===== config.mk =====
export PLATFORM = sky130hd
export DESIGN_NAME = stopwatch_ctrl
export DESIGN_NICKNAME = d
export VERILOG_FILES = /design/src/rtl/stopwatch_ctrl.sv
export SDC_FILE = /design/constraint.sdc
export NUM_CORES = 1
export LEC_CHECK = 0
export ABC_AREA = 1
export BUFFER_PORTS_ARGS = -buffer_cell sky130_fd_sc_hd__clkbuf_2
export CAP_MARGIN = 30
export CORE_MARGIN = 2
export CORE_UTILIZATION = 47
export CTS_BUF_LIST = sky130_fd_sc_hd__clkbuf_16
export DETAILED_ROUTE_END_ITERATION = 10
export GPL_ROUTABILITY_DRIVEN = 1
export PLACE_DENSITY = 0.63
export SLEW_MARGIN = 20
export SYNTH_ARGS = -nofsm -noshare
export SYNTH_HDL_FRONTEND = slang
export SYNTH_SLANG_ARGS = --single-unit

===== constraint.sdc =====
create_clock -name i_clock -period 4.82 [get_ports i_clock]
set_clock_uncertainty 0.2 [all_clocks]
set_input_delay 0.482 -clock i_clock [delete_from_list [all_inputs] [get_ports i_clock]]
set_output_delay 0.482 -clock i_clock [all_outputs]
set_load 0.02 [all_outputs]

===== src/rtl/stopwatch_ctrl.sv =====
// Stopwatch control sequencer: debounces the start/stop and lap/reset buttons, runs the
// idle/running/paused/lap state machine and selects live or frozen digits for the display.
module stopwatch_ctrl #(
  parameter int unsigned DEBOUNCE_CYCLES = 500000,
  parameter int unsigned DB_W            = 19
) (
  input  logic        i_clock,
  input  logic        i_reset,
  input  logic        i_btn_ss,
  input  logic        i_btn_lr,
  input  logic [15:0] i_count_bcd,
  output logic        o_run,
  output logic        o_clr,
  output logic [15:0] o_disp_bcd,
  output logic        o_lap_active,
  output logic [1:0]  o_state
);

  typedef enum logic [1:0] {
    StIdle    = 2'b00,
    StRunning = 2'b01,
    StPaused  = 2'b10,
    StLap     = 2'b11
  } state_e;

  localparam logic [DB_W-1:0] DbLast = DB_W'(DEBOUNCE_CYCLES - 1);

  // Bit 0 is the start/stop button, bit 1 the lap/reset button.
  logic [1:0]      w_btn_raw;
  logic [1:0]      r_sync1;
  logic [1:0]      r_sync2;
  logic [1:0]      r_db;
  logic [1:0]      r_db_q;
  logic [1:0]      r_press;
  logic [DB_W-1:0] r_db_cnt [2];

  state_e          r_state;
  state_e          w_state_d;
  logic [15:0]     r_lap;
  logic [15:0]     w_lap_d;
  logic            r_clr;
  logic            w_clr_d;
  logic            w_ss;
  logic            w_lr;

  assign w_btn_raw = {i_btn_lr, i_btn_ss};

  // Two-flop synchronisers for the asynchronous buttons.
  always_ff @(posedge i_clock) begin
    if (i_reset) begin
      r_sync1 <= '0;
      r_sync2 <= '0;
    end else begin
      r_sync1 <= w_btn_raw;
      r_sync2 <= r_sync1;
    end
  end

  // Debounce each synchronised level and register a one-cycle pulse on accepted presses.
  always_ff @(posedge i_clock) begin
    if (i_reset) begin
      r_db     <= '0;
      r_db_q   <= '0;
      r_press  <= '0;
      for (int i = 0; i < 2; i++) begin
        r_db_cnt[i] <= '0;
      end
    end else begin
      r_db_q  <= r_db;
      r_press <= r_db & ~r_db_q;
      for (int i = 0; i < 2; i++) begin
        if (r_sync2[i] == r_db[i]) begin
          r_db_cnt[i] <= '0;
        end else if (r_db_cnt[i] == DbLast) begin
          r_db[i]     <= r_sync2[i];
          r_db_cnt[i] <= '0;
        end else begin
          r_db_cnt[i] <= r_db_cnt[i] + DB_W'(1);
        end
      end
    end
  end

  // Start/stop has priority: a coincident lap/reset press is dropped entirely.
  assign w_ss = r_press[0];
  assign w_lr = r_press[1] & ~r_press[0];

  // Next-state, lap capture and clear request.
  always_comb begin
    w_state_d = r_state;
    w_lap_d   = r_lap;
    w_clr_d   = 1'b0;
    case (r_state)
      StIdle: begin
        if (w_ss) begin
          w_state_d = StRunning;
        end else if (w_lr) begin
          w_clr_d = 1'b1;
        end
      end
      StRunning: begin
        if (w_ss) begin
          w_state_d = StPaused;
        end else if (w_lr) begin
          w_state_d = StLap;
          w_lap_d   = i_count_bcd;
        end
      end
      StLap: begin
        if (w_ss) begin
          w_state_d = StPaused;
        end else if (w_lr) begin
          w_state_d = StRunning;
        end
      end
      StPaused: begin
        if (w_ss) begin
          w_state_d = StRunning;
        end else if (w_lr) begin
          w_state_d = StIdle;
          w_clr_d   = 1'b1;
        end
      end
      default: w_state_d = StIdle;
    endcase
  end

  // State, lap register and clear pulse.
  always_ff @(posedge i_clock) begin
    if (i_reset) begin
      r_state <= StIdle;
      r_lap   <= '0;
      r_clr   <= 1'b0;
    end else begin
      r_state <= w_state_d;
      r_lap   <= w_lap_d;
      r_clr   <= w_clr_d;
    end
  end

  // Outputs decoded directly from the state register.
  always_comb begin
    o_state      = r_state;
    o_run        = (r_state == StRunning) || (r_state == StLap);
    o_lap_active = (r_state == StLap);
    o_disp_bcd   = (r_state == StLap) ? r_lap : i_count_bcd;
    o_clr        = r_clr;
  end

endmodule


Word-level counts from Yosys, hierarchy flattened

Memory sizes are Yosys's and may differ from the RTL's.
Cells that the tools add are included.

$add $sub $neg: 2
$mul: 0
Div/mod/pow operators: 0
Order comparisons: 0
Equal/unequal tests: 11
Shift operators: 0
Multiplexer cells: 40
Bitwise gates (word level): 13
Reduce and logical (&&, ||, !) cells: 8

Operators with widths:

| kind                  | count |
|---|---|
| $mux 19               | 6 |
| $add 19x1->19 const B | 2 |
| $eq 19x19->1 const B  | 2 |
| $mux 1                | 25 |
| $mux 16               | 1 |
| $mux 2                | 7 |
| $pmux 2 s4            | 1 |
| $ne 3x3->1 const B    | 2 |
| $or 1x1->1            | 6 |
| $eq 2x2->1 const B    | 2 |
| $not 1->1             | 4 |
| $reduce_and 2->1      | 2 |
| $reduce_and 4->1      | 1 |
| $ne 3x1->1 const B    | 1 |
| $reduce_and 3->1      | 1 |
| $reduce_or 3->1       | 1 |
| $and 2x2->2           | 1 |
| $eq 1x1->1            | 2 |
| $eq 2x1->1 const B    | 1 |
| $logic_not 2->1       | 1 |
| $ne 2x2->1 const B    | 1 |
| $not 2->2             | 1 |
| $reduce_or 2->1       | 1 |
| $and 1x1->1           | 1 |
| $logic_or 1x1->1      | 1 |

Register bits after elaboration: 29
Latch bits: 0
RAM bits: 38
Memory bits (read-only): 0
Input bits: 20
Output and inout bits: 21
Logic and storage cells: 84
Memories: 1

Memory list:

| memory   | depth | bits a word | read ports | clocked after Yosys merged registers in | write ports | line | text |
|---|---|---|---|---|---|---|---|
| r_db_cnt | 2     | 19          | 2          | 0                                       | 2           | 35   | `logic [DB_W-1:0] r_db_cnt [2];` |

Logic depth before layout (Yosys ltp)

Gate-level depths: netlist (run 1).

Depth in word-level cells: 7
Gate-level depth with buffers: 9
Mapped depth without buffers: 9

Least setup slack after synthesis (run 1)

No wires, ideal clock.

Path type: reg2out
Start point: register r_state[0] (netlist: o_state[0])
End point: output port o_disp_bcd[10]
Data arrival time: 1.339 ns
Required time: 4.138 ns
Path slack: 2.799 ns
Cell stages (with the launch flop): 6
Path buffers: 1
Cell sequence: dfxtp_1 > nand2_1 > clkinv_1 > buf_2 > nand2_1 > nand2_1

Cells in the longest elaborated chain, start to end: 2

RTL lines:

| item                   | line | text |
|---|---|---|
| start, declared        | 37   | `state_e r_state;` |
| start signal, assigned | 131  | `r_state <= StIdle;` |
| start signal, assigned | 135  | `r_state <= w_state_d;` |
| $eq 2x2->1             | --   |  |
| named net o_lap_active | 15   | `output logic o_lap_active,` |
| $mux 16                | 146  | `o_disp_bcd = (r_state == StLap) ? r_lap : i_count_bcd;` |
| end, declared          | 14   | `output logic [15:0] o_disp_bcd,` |

The timed path passes the listed nets, and every way through them passes these cells.

Final worst setup path (run 1)

Start point: register r_state[0] (netlist: o_state[0])
End point: output port o_disp_bcd[8]

Cells in the longest elaborated chain, start to end: 2

RTL lines:

| item       | line |
|---|---|
| $eq 2x2->1 | 146 |
| $mux 16    | 146 |

No other way between the ends.

==> impl_results.md, run 1 <==
- # diodes: 0
- EDFF count, synth: 38
- DRT iter0 DRCs: between 100 and 150
- CP Data Required Time: 4.14 ns
- Cell Pwr Density: around 310 nW/um2
- Worst-Skew Late Latency: around 0.34 ns
- Number of distinct library cells after synthesis: 31
- Largest area contributor in the netlist: edfxtp_1
- Commonest cells in the synthesized netlist: 141 x nand2_1, 117 x nor2_1, 40 x inv_1
- Seq/Total Area, Yosys: 47.4%
- Yosys reg bits: 67
- CTS sink count: between 60 and 70
- Worst-margin pin slew: about 0.55 ns
- Final Cycle Share: a little under three fifths
- Placed Cells: about 660
- # IOs: 41
- Warnings from Yosys: 0
- Port bufs: 40
- WL met2: around 3.4 mm
- RSZ-0062 raised after global routing: false
- Die W: approximately 90 um
- Syn avg cell area: about 7.4 um2
- CP arrival: ~2.1 ns
- Largest cells by area after synthesis: edfxtp_1 31%, dfxtp_1 16%, nand2_1 15%
- Status: complete, no violations
- Slew headroom: 63.3%
- Total negative setup slack: 0 ns
- GR Overflow Total: 0
- Crit start category: flip-flop
- Setup-failing EPs final: 0
- Initial antenna violation count: 0
- Clock Tree Buf Depth: 2
- F_max: 362 MHz
- Antenna Nets Post-Route: 0
- Static Leak: around 1.8 nW
- Met3 wire len: ~240 um
- Vias in the first global route: just under 3,000
- # Post-CTS Setup Buffers: 0
- Via-per-instance ratio: between 4 and 5
- Top-area cell type share of the netlist area: 31.4%
- GRT Overall Usage: 18.7%
- Post-Synthesis Cell Area: approximately 3600 um2
- HP Class: input port to flip-flop
- Mapped Cells: 489
- Most common cell in the netlist: nand2_1
- WHS: between 0.1 and 0.15 ns
- Hold-fix buffers, CTS: 0
- Share of layout cells above drive strength 1: about 14%
- Highest metal layer with signal wires: met4
- Total Power: between 1 and 1.5 mW
- Async set-reset flop share out of synthesis: 0%
- Num rows: 32
- CP max FO: 17
- Final Hold Fails: 0
- Worst-path clk slew: 0.06 ns
- Routed length per instance: 10.7 um
- Chip height: roughly 92 um
- Global-route wire length before repair: between 10 and 15 mm
- Final cell count without fillers: 674
- M1 WL: 3.35 mm
- Max Cap Viol: 0
- CP Class: flip-flop to output pin
- Root Driver: clkbuf_16
- Initial Utilization: about 48%
- Fin crit period: 2.76 ns
- Vias: 3,144
- Max IR drop VDD: approximately 0.15 mV
- Drc violations: 0
- Placer Congestion: ~0.85
- Largest net degree at the start of global routing: 22
- Core box area: 7610 um2
- # resized after CTS: 0
- Count of pins over their slew limit: 0
- Crit end category: output pin
- Most used flip-flop cell after synthesis: edfxtp_1
- Die area: 8440 um2
- Post-DP HPWL: 5.30 mm
- Wirelength, routed: 7.20 mm
- Final core occ: a little under three fifths
- CTS tree: built
- Fill cells: around 730
- Nets@finish: around 590
- Cts bufs inserted: 9
- Area Overhead vs Synth: 19.1%
- DRT Pass-1 Iters: 4
- H-tree level count: 3
[flip-flops by register name, indices dropped and copies added (netlist names)]
signal	flops
r_db_cnt	38
r_lap	16
o_state	2
r_db	2
r_db_q	2
r_press	2
r_sync1	2
r_sync2	2
o_clr	1
[where the power goes]
group	leakage (nW)	total (mW)	internal, mW	switching, mW
clock	0.149	0.641	0.382	0.258
combinational	1.05	0.0775	0.0277	0.0498
sequential	0.627	0.636	0.619	0.0171
[per-stage QoR]
| stage | cell area (um2) | setup slack, ns |
|---|---|---|
| detailed placement | 4030 | 2.41 |
| global route | 4320 | 1.77 |
| finish | 4320 | 2.06 |
| floorplan | 3770 | 2.80 |
| CTS | 4320 | 2.03 |
| global placement | 4030 | 2.43 |
[final cells by class]
| class | count | area, um2 | area share [%] |
|---|---|---|---|
| Clock buffer | 10 | 250 | 5.79 |
| Clock inverter | 6 | 43.8 | 1.01 |
| Inverter | 43 | 161 | 3.73 |
| Multi-Input combinational cell | 406 | 1820 | 42.0 |
| Sequential cell | 67 | 1720 | 39.8 |
| Tap cell | 102 | 128 | 2.95 |
| Timing Repair Buffer | 40 | 200 | 4.63 |
[critical path: stages, from the launching register on]
cell      delay (ns)
dfxtp_1         0.36
nand2_1         0.43
clkinv_1        0.56
nand2_1         0.18
nand2_1         0.07
clkbuf_2        0.15
[path summary, 6_finish.rpt]
kind,endpoint,depth (start not counted),slack [ns],from
worst max register to register,r_db_cnt[1][1]$_SDFFCE_PN0P_,6,2.72,r_db_cnt[1][0]$_SDFFCE_PN0P_
worst min register to register,r_press[1]$_SDFF_PP0_,1,0.19,r_db_q[1]$_SDFF_PP0_
worst max-delay path,o_disp_bcd[8],5,2.06,o_state[0]$_SDFFE_PP0P_
worst min-delay path,r_sync1[0]$_SDFF_PP0_,3,0.14,i_btn_ss
[layout by cell type, fill, tap and decap left out, drive strengths merged, types with 4 or more instances in the layout]
cell,count
clkbuf,50
xor2,11
dfxtp,29
nor3,4
conb,38
edfxtp,38
o21ai,20
nor2,129
or2,5
a21oi,13
nand4,7
inv,45
nand3,24
clkinv,4
xnor2,6
nand2,144
[kinds of logic (layout without fill, tap and decap cells)]
kind of cell / count (synthesis) / count (layout) / share of synthesized area, %
and+or+nand+nor: 314 / 314 / 36.1
DFF: 67 / 67 / 47.4
buffers and inverters: 53 / 99 / 6.31
AOI/OAI and AO/OA: 35 / 35 / 5.28
xor gates and xnor gates: 17 / 17 / 4.10
adders and majority gates: 2 / 2 / 0.690
other: 1 / 38 / 0.103
[routing by layer]
layer / global-route usage, % / vias to the layer above
met5: 0 / -
met4: 8.58 / 0
met3: 4.44 / 16
met2: 31.6 / 47
met1: 22.6 / 1413
li1: - / 1668
Note: power is estimated with default switching activity, not from simulation.
==> run 2: changes to the inputs <==
clock period = 2.9 ns   (was 4.82 ns; I/O delays follow)
==> impl_results.md, run 2 (same netlist as run 1, synthesis figures left out) <==
- Critical Path Start: o_state[0]$_SDFFE_PP0P_ (unchanged)
- Max Cap Viol: 0 (unchanged)
- Post-DP HPWL: 5.32 mm (was 5.30 mm)
- Clock Tree Buf Depth: 2 (unchanged)
- Chip height: 91.9 um (unchanged)
- CTS tree: built (unchanged)
- Delay of the slowest critical-path stage: 0.40 ns (was 0.56 ns)
- Largest net degree at the start of global routing: 21 (was 22)
- Static Leak: 1.85 nW (was 1.82 nW)
- Nets@finish: 593 (was 589)
- Crit start category: flip-flop (unchanged)
- Slew headroom: 63.9% (was 63.3%)
- Initial antenna violation count: 0 (unchanged)
- Commonest cells after routing, fill and taps aside: 141 x nand2_1, 117 x nor2_1, 40 x inv_1, 40 x clkbuf_2 (unchanged)
- Placed Cells: 660 (was 658)
- Cell Pwr Density: 528 nW/um2 (was 313 nW/um2)
- Fin crit period: between 2 and 2.5 ns
- Worst-path clk slew: 0.06 ns (about the same)
- DRT Pass-1 Iters: 4 (unchanged)
- Cts bufs inserted: 9 (unchanged)
- Die W: 91.9 um (unchanged)
- # IOs: 41 (unchanged)
- Area Overhead vs Synth: 20.6% (was 19.1%)
- Max IR drop VDD: 0.392 mV (was 0.152 mV)
- Worst-Skew Late Latency: 0.33 ns (was 0.34 ns)
- Wirelength, routed: 7.47 mm (was 7.20 mm)
- CTS sink count: 67 (unchanged)
- # resized after CTS: 0 (unchanged)
- Final Hold Fails: 0 (unchanged)
- Commonest non-fill, non-tap cell in the layout: nand2_1 (unchanged)
- Worst-margin pin slew: 0.541 ns (was 0.550 ns)
- Max reg flops: 38 (unchanged)
- HP Class: input port to flip-flop (unchanged)
- Placer Congestion: 0.870 (was 0.848)
- Hold Startpoint: i_count_bcd[0] (was i_btn_ss)
- DRT iter0 DRCs: 169 (was 132)
- Final cell count without fillers: 678 (was 674)
- # diodes: 0 (unchanged)
- Routed length per instance: 11.0 um (was 10.7 um)
- Status: complete, no violations (unchanged)
- GRT Overall Usage: 19.6% (was 18.7%)
- Core box area: 7610 um2 (unchanged)
- Root Driver: clkbuf_16 (unchanged)
- Critical register-to-register path startpoint: r_db_cnt[1][0]$_SDFFCE_PN0P_ (unchanged)
- Drc violations: 0 (unchanged)
- Vias in the first global route: 3,149 (was 2,981)
- Hold-fix buffers, CTS: 2 (was 0)
- Antenna Nets Post-Route: 0 (unchanged)
- RSZ-0062 raised after global routing: false (unchanged)
- H-tree level count: 3 (unchanged)
- # Post-CTS Setup Buffers: 0 (unchanged)
- Total negative setup slack: 0 ns (unchanged)
- CP max-delay cell: clkinv_1 (unchanged)
- Setup-failing EPs final: 0 (unchanged)
- CP Data Required Time: 2.41 ns (was 4.14 ns)
- Vias: 3,156 (was 3,144)
- Port bufs: 40 (unchanged)
- Final Cycle Share: ~73%
- Count of pins over their slew limit: 0 (unchanged)
- Critical path cell sequence: nand2_1 > clkinv_1 > nand2_1 > nand2_1 > clkbuf_2 (unchanged)
- Regs by FF count: r_db_cnt (38), r_lap (16) (unchanged)
- Global-route wire length before repair: 13.3 mm (was 12.6 mm)
- Die area: 8440 um2 (unchanged)
- Initial Utilization: 47.7% (unchanged)
- Fill cells: 776 (was 733)
- Via-per-instance ratio: 4.65 (was 4.66)
- Share of layout cells above drive strength 1: 14.1% (was 13.8%)
- Most flops, register: r_db_cnt (unchanged)
- F_max: 471 MHz
- Num rows: 32 (unchanged)
- CP arrival: 1.63 ns (was 2.08 ns)
- Critical Path Most Common Cell: nand2_1 (unchanged)
- Family with the most delay on the worst path: buffers and inverters (unchanged)
- CP Class: flip-flop to output pin (unchanged)
- Crit end category: output pin (unchanged)
- Number of buffers and inverters on the critical path: 2 (unchanged)
- GR Overflow Total: 0 (unchanged)
- CP max FO: 17 (unchanged)
==> run 2: metrics by stage <==
step                      setup slack [ns]  utilization [%]  cell area (um2)  hold WS, ns  power [mW]
after CTS                            0.772             57.5             4380       0.0194        2.33
after global routing                 0.620             57.5             4380       0.0478        2.40
after floorplan                       1.07                -             3770        0.173        1.16
after detailed placement             0.883             53.1             4040        0.182        1.21
final                                0.776             57.5             4380       0.0269        2.31
after global placement               0.932             53.1             4040        0.180        1.21
==> run 2: worst paths after layout <==
kind	end	slack, ns	cells after the start
hold reg to reg	r_press[1]$_SDFF_PP0_	0.19	1
setup / recovery	o_disp_bcd[13]	0.78	5
setup reg to reg	r_db_cnt[1][18]$_SDFFCE_PN0P_	0.87	6
hold / removal	r_lap[0]$_SDFFE_PP0P_	0.03	3
==> run 2: per-layer routing <==
layer	track usage (%)	vias up	routed length, um
li1	-	1679	-
met4	8.58	0	102
met1	23.6	1413	3510
met3	4.44	12	248
met5	0	-	0
met2	33.5	52	3610
==> run 2: area by class of cell <==
class                   instances  area (um2)  share of cell area, %
clock buffers                  11         275                   6.29
clock inverters                 5        37.5                  0.858
inverters                      43         161                   3.69
multi-input cells             406        1820                   41.5
flip-flops and latches         67        1720                   39.3
well taps                     102         128                   2.92
repair buffers                 44         235                   5.38
==> run 2: where the power goes <==
group	switching [mW]	internal, mW	leakage [nW]	total [mW]
clock	0.429	0.689	0.157	1.12
sequential	0.0293	1.03	0.627	1.06
combinational	0.0842	0.0488	1.06	0.133
==> run 2: worst register-to-register path, delay by kind of cell (launching register included) <==
family,cells,cell delay (ns)
DFF,1,0.41
buffers and inverters,1,0.11
adders and majority gates,1,0.30
AOI/OAI and AO/OA,2,0.48
and+or+nand+nor,2,0.26
==> run 3: changes to the inputs <==
PLACE_DENSITY = 0.66   (was 0.63)
clock period = 1.9 ns   (was 2.9 ns; I/O delays follow)
==> impl_results.md, run 3 (same netlist as run 1, synthesis figures left out) <==
- Status: complete, no violations (unchanged)
- GRT Overall Usage: 19.0% (was 19.6%)
- Drc violations: 0 (unchanged)
- Max IR drop VDD: 0.428 mV (was 0.392 mV)
- Hold Path Stages: 1 (was 3)
- CP max FO: 16 (was 17)
- GR Overflow Total: 0 (unchanged)
- Initial Utilization: 47.7% (unchanged)
- Core box area: 7610 um2 (unchanged)
- Seq pwr share: 46.7% (was 45.8%)
- H-tree level count: 3 (unchanged)
- Initial antenna violation count: 0 (unchanged)
- Worst-Skew Late Latency: 0.33 ns (about the same)
- Post-route setup slack: 0.108 ns (was 0.776 ns)
- Die area: 8440 um2 (unchanged)
- Wirelength, routed: 7.48 mm (was 7.47 mm)
- WHS: 0.199 ns (was 0.0269 ns)
- # IOs: 41 (unchanged)
- Global-route wire length before repair: 12.9 mm (was 13.3 mm)
- Crit end category: output pin (unchanged)
- Critical Path Most Common Cell: nand2_1 (unchanged)
- Area of placed instances: 4130 um2 (was 4040 um2)
- Worst-margin pin slew: 0.521 ns (was 0.541 ns)
- CP max-delay cell: dfxtp_2 (was clkinv_1)
- Fill cells: 702 (was 776)
- Cts bufs inserted: 9 (unchanged)
- HP Class: flip-flop to flip-flop (was input port to flip-flop)
- Critical path cell sequence: nand2_1 > buf_4 > nand2_1 > nand2_1 > clkbuf_2 (was nand2_1 > clkinv_1 > nand2_1 > nand2_1 > clkbuf_2)
- CTS tree: built (unchanged)
- Hold Startpoint: r_db_q[1]$_SDFF_PP0_ (was i_count_bcd[0])
- Antenna Nets Post-Route: 0 (unchanged)
- Max reg flops: 38 (unchanged)
- Reg-to-Reg End: r_db_cnt[1][14]$_SDFFCE_PN0P_ (was r_db_cnt[1][18]$_SDFFCE_PN0P_)
- Commonest non-fill, non-tap cell in the layout: nand2_1 (unchanged)
- Share of layout cells above drive strength 1: 15.5% (was 14.1%)
- Reg area: 1720 um2 (about the same)
- Slew headroom: 65.2% (was 63.9%)
- Vias in the first global route: 3,086 (was 3,149)
- Max Cap Viol: 0 (unchanged)
- Num rows: 32 (unchanged)
- Cell Pwr Density: 742 nW/um2 (was 528 nW/um2)
- Int Pwr: 2.64 mW (was 1.77 mW)
- Place WS: 0.110 ns (was 0.883 ns)
- Final instance area: 4650 um2 (was 4380 um2)
- DRT Pass-1 Iters: 4 (unchanged)
- Crit start category: flip-flop (unchanged)
- CP Class: flip-flop to output pin (unchanged)
- Hold EP: r_press[1]$_SDFF_PP0_ (was r_lap[0]$_SDFFE_PP0P_)
- RSZ-0062 raised after global routing: false (unchanged)
- Port bufs: 40 (unchanged)
- Gate power share: 7.2% (was 5.8%)
- Clock Tree Buf Depth: 2 (unchanged)
- Reg-to-reg slack, setup: 0.14 ns (was 0.87 ns)
- Most flops, register: r_db_cnt (unchanged)
- Vias: 3,256 (was 3,156)
- Net Sw Power: 0.812 mW (was 0.543 mW)
- Fin crit period: between 1.5 and 2 ns
- Placer Congestion: 0.850 (was 0.870)
- F_max: ~560 MHz
- Via-per-instance ratio: 4.60 (was 4.65)
- Clk pwr share: 46.1% (was 48.4%)
- Area of the multi-input gates: 1830 um2 (was 1820 um2)
- Delay of the slowest critical-path stage: 0.35 ns (was 0.40 ns)
- DRT iter0 DRCs: 127 (was 169)
- Regs by FF count: r_db_cnt (38), r_lap (16) (unchanged)
- Area Overhead vs Synth: 28.2% (was 20.6%)
- Commonest cells after routing, fill and taps aside: 141 x nand2_1, 116 x nor2_1, 41 x inv_1 (was 141 x nand2_1, 117 x nor2_1, 40 x inv_1, 40 x clkbuf_2)
- Number of buffers and inverters on the critical path: 2 (unchanged)
- Die W: 91.9 um (unchanged)
- Final core occ: 61.1% (was 57.5%)
- CTS sink count: 67 (unchanged)
- Reg2Reg Depth: 7 (was 6)
- Sw Ratio: 23.5% (about the same)
- Nets@finish: 623 (was 593)
- CP arrival: 1.40 ns (was 1.63 ns)
- Family with the most delay on the worst path: buffers and inverters (unchanged)
- Root Driver: clkbuf_16 (unchanged)
- Routed length per instance: 10.6 um (was 11.0 um)
- # diodes: 0 (unchanged)
- Final Hold Fails: 0 (unchanged)
- Total negative setup slack: 0 ns (unchanged)
- Static Leak: 1.99 nW (was 1.85 nW)
- Post-DP HPWL: 5.39 mm (was 5.32 mm)
- Critical register-to-register path startpoint: r_db_cnt[1][0]$_SDFFCE_PN0P_ (unchanged)
- Largest net degree at the start of global routing: 21 (unchanged)
- Chip height: 91.9 um (unchanged)
- Worst-path clk slew: 0.05 ns (was 0.06 ns)
- CP Data Required Time: 1.51 ns (was 2.41 ns)
- Count of pins over their slew limit: 0 (unchanged)
- Setup-failing EPs final: 0 (unchanged)
- Final Cycle Share: between 90% and 100%
## run 3: power by group through the flow
stage          clock [mW]  sequential [mW]  combinational (mW)
6_report             1.59             1.61               0.250
2_1_floorplan           0             1.63               0.143
3_3_place_gp            0             1.64               0.210
3_5_place_dp            0             1.64               0.210
4_1_cts              1.63             1.61               0.246
5_1_grt              1.67             1.62               0.284
## run 3: how the worst max path moves through the flow
stage | from | endpoint | slack (ns) | depth (start not counted)
2_1_floorplan | r_db_cnt[0][0]$_SDFFCE_PN0P_ | r_db_cnt[0][6]$_SDFFCE_PN0P_ | 0.08 | 9
3_3_place_gp | o_state[0]$_SDFFE_PP0P_ | r_lap[10]$_SDFFE_PP0P_ | 0.16 | 6
3_5_place_dp | r_db_cnt[0][1]$_SDFFCE_PN0P_ | r_db_cnt[0][14]$_SDFFCE_PN0P_ | 0.11 | 8
4_1_cts | o_state[0]$_SDFFE_PP0P_ | o_disp_bcd[13] | 0.06 | 5
5_1_grt | i_reset | r_db_cnt[0][7]$_SDFFCE_PN0P_ | 0.006 | 7
6_report | o_state[0]$_SDFFE_PP0P_ | o_disp_bcd[13] | 0.11 | 5
## run 3: what timing repair did
item	CTS	global route
setup buffers	0	1
endpoints found under the setup margin	17	40
hold buffers	21	0
endpoints found under the hold margin	25	0
resized for setup	1	4
## run 3: per-stage QoR
| stage | total power, mW | cells |
|---|---|---|
| finish | 3.45 | 708 |
| global placement | 1.85 | 670 |
| CTS | 3.49 | 707 |
| global route | 3.58 | 708 |
| floorplan | 1.77 | 526 |
| detailed placement | 1.85 | 670 |
## run 3: routing by layer
layer	routed length [um]	GRT usage (%)
met1	3390	22.3
met2	3700	33.3
met3	245	3.78
met4	153	9.08
met5	0	0
## run 3: layout make-up
cell class / instances / share of cell area [%]
multi-input combinational: 406 / 39.3
tap: 102 / 2.74
timing repair buffer: 74 / 11.2
sequential: 67 / 37.0
clock inverter: 6 / 0.807
inverter: 43 / 3.52
clock buffer: 10 / 5.38
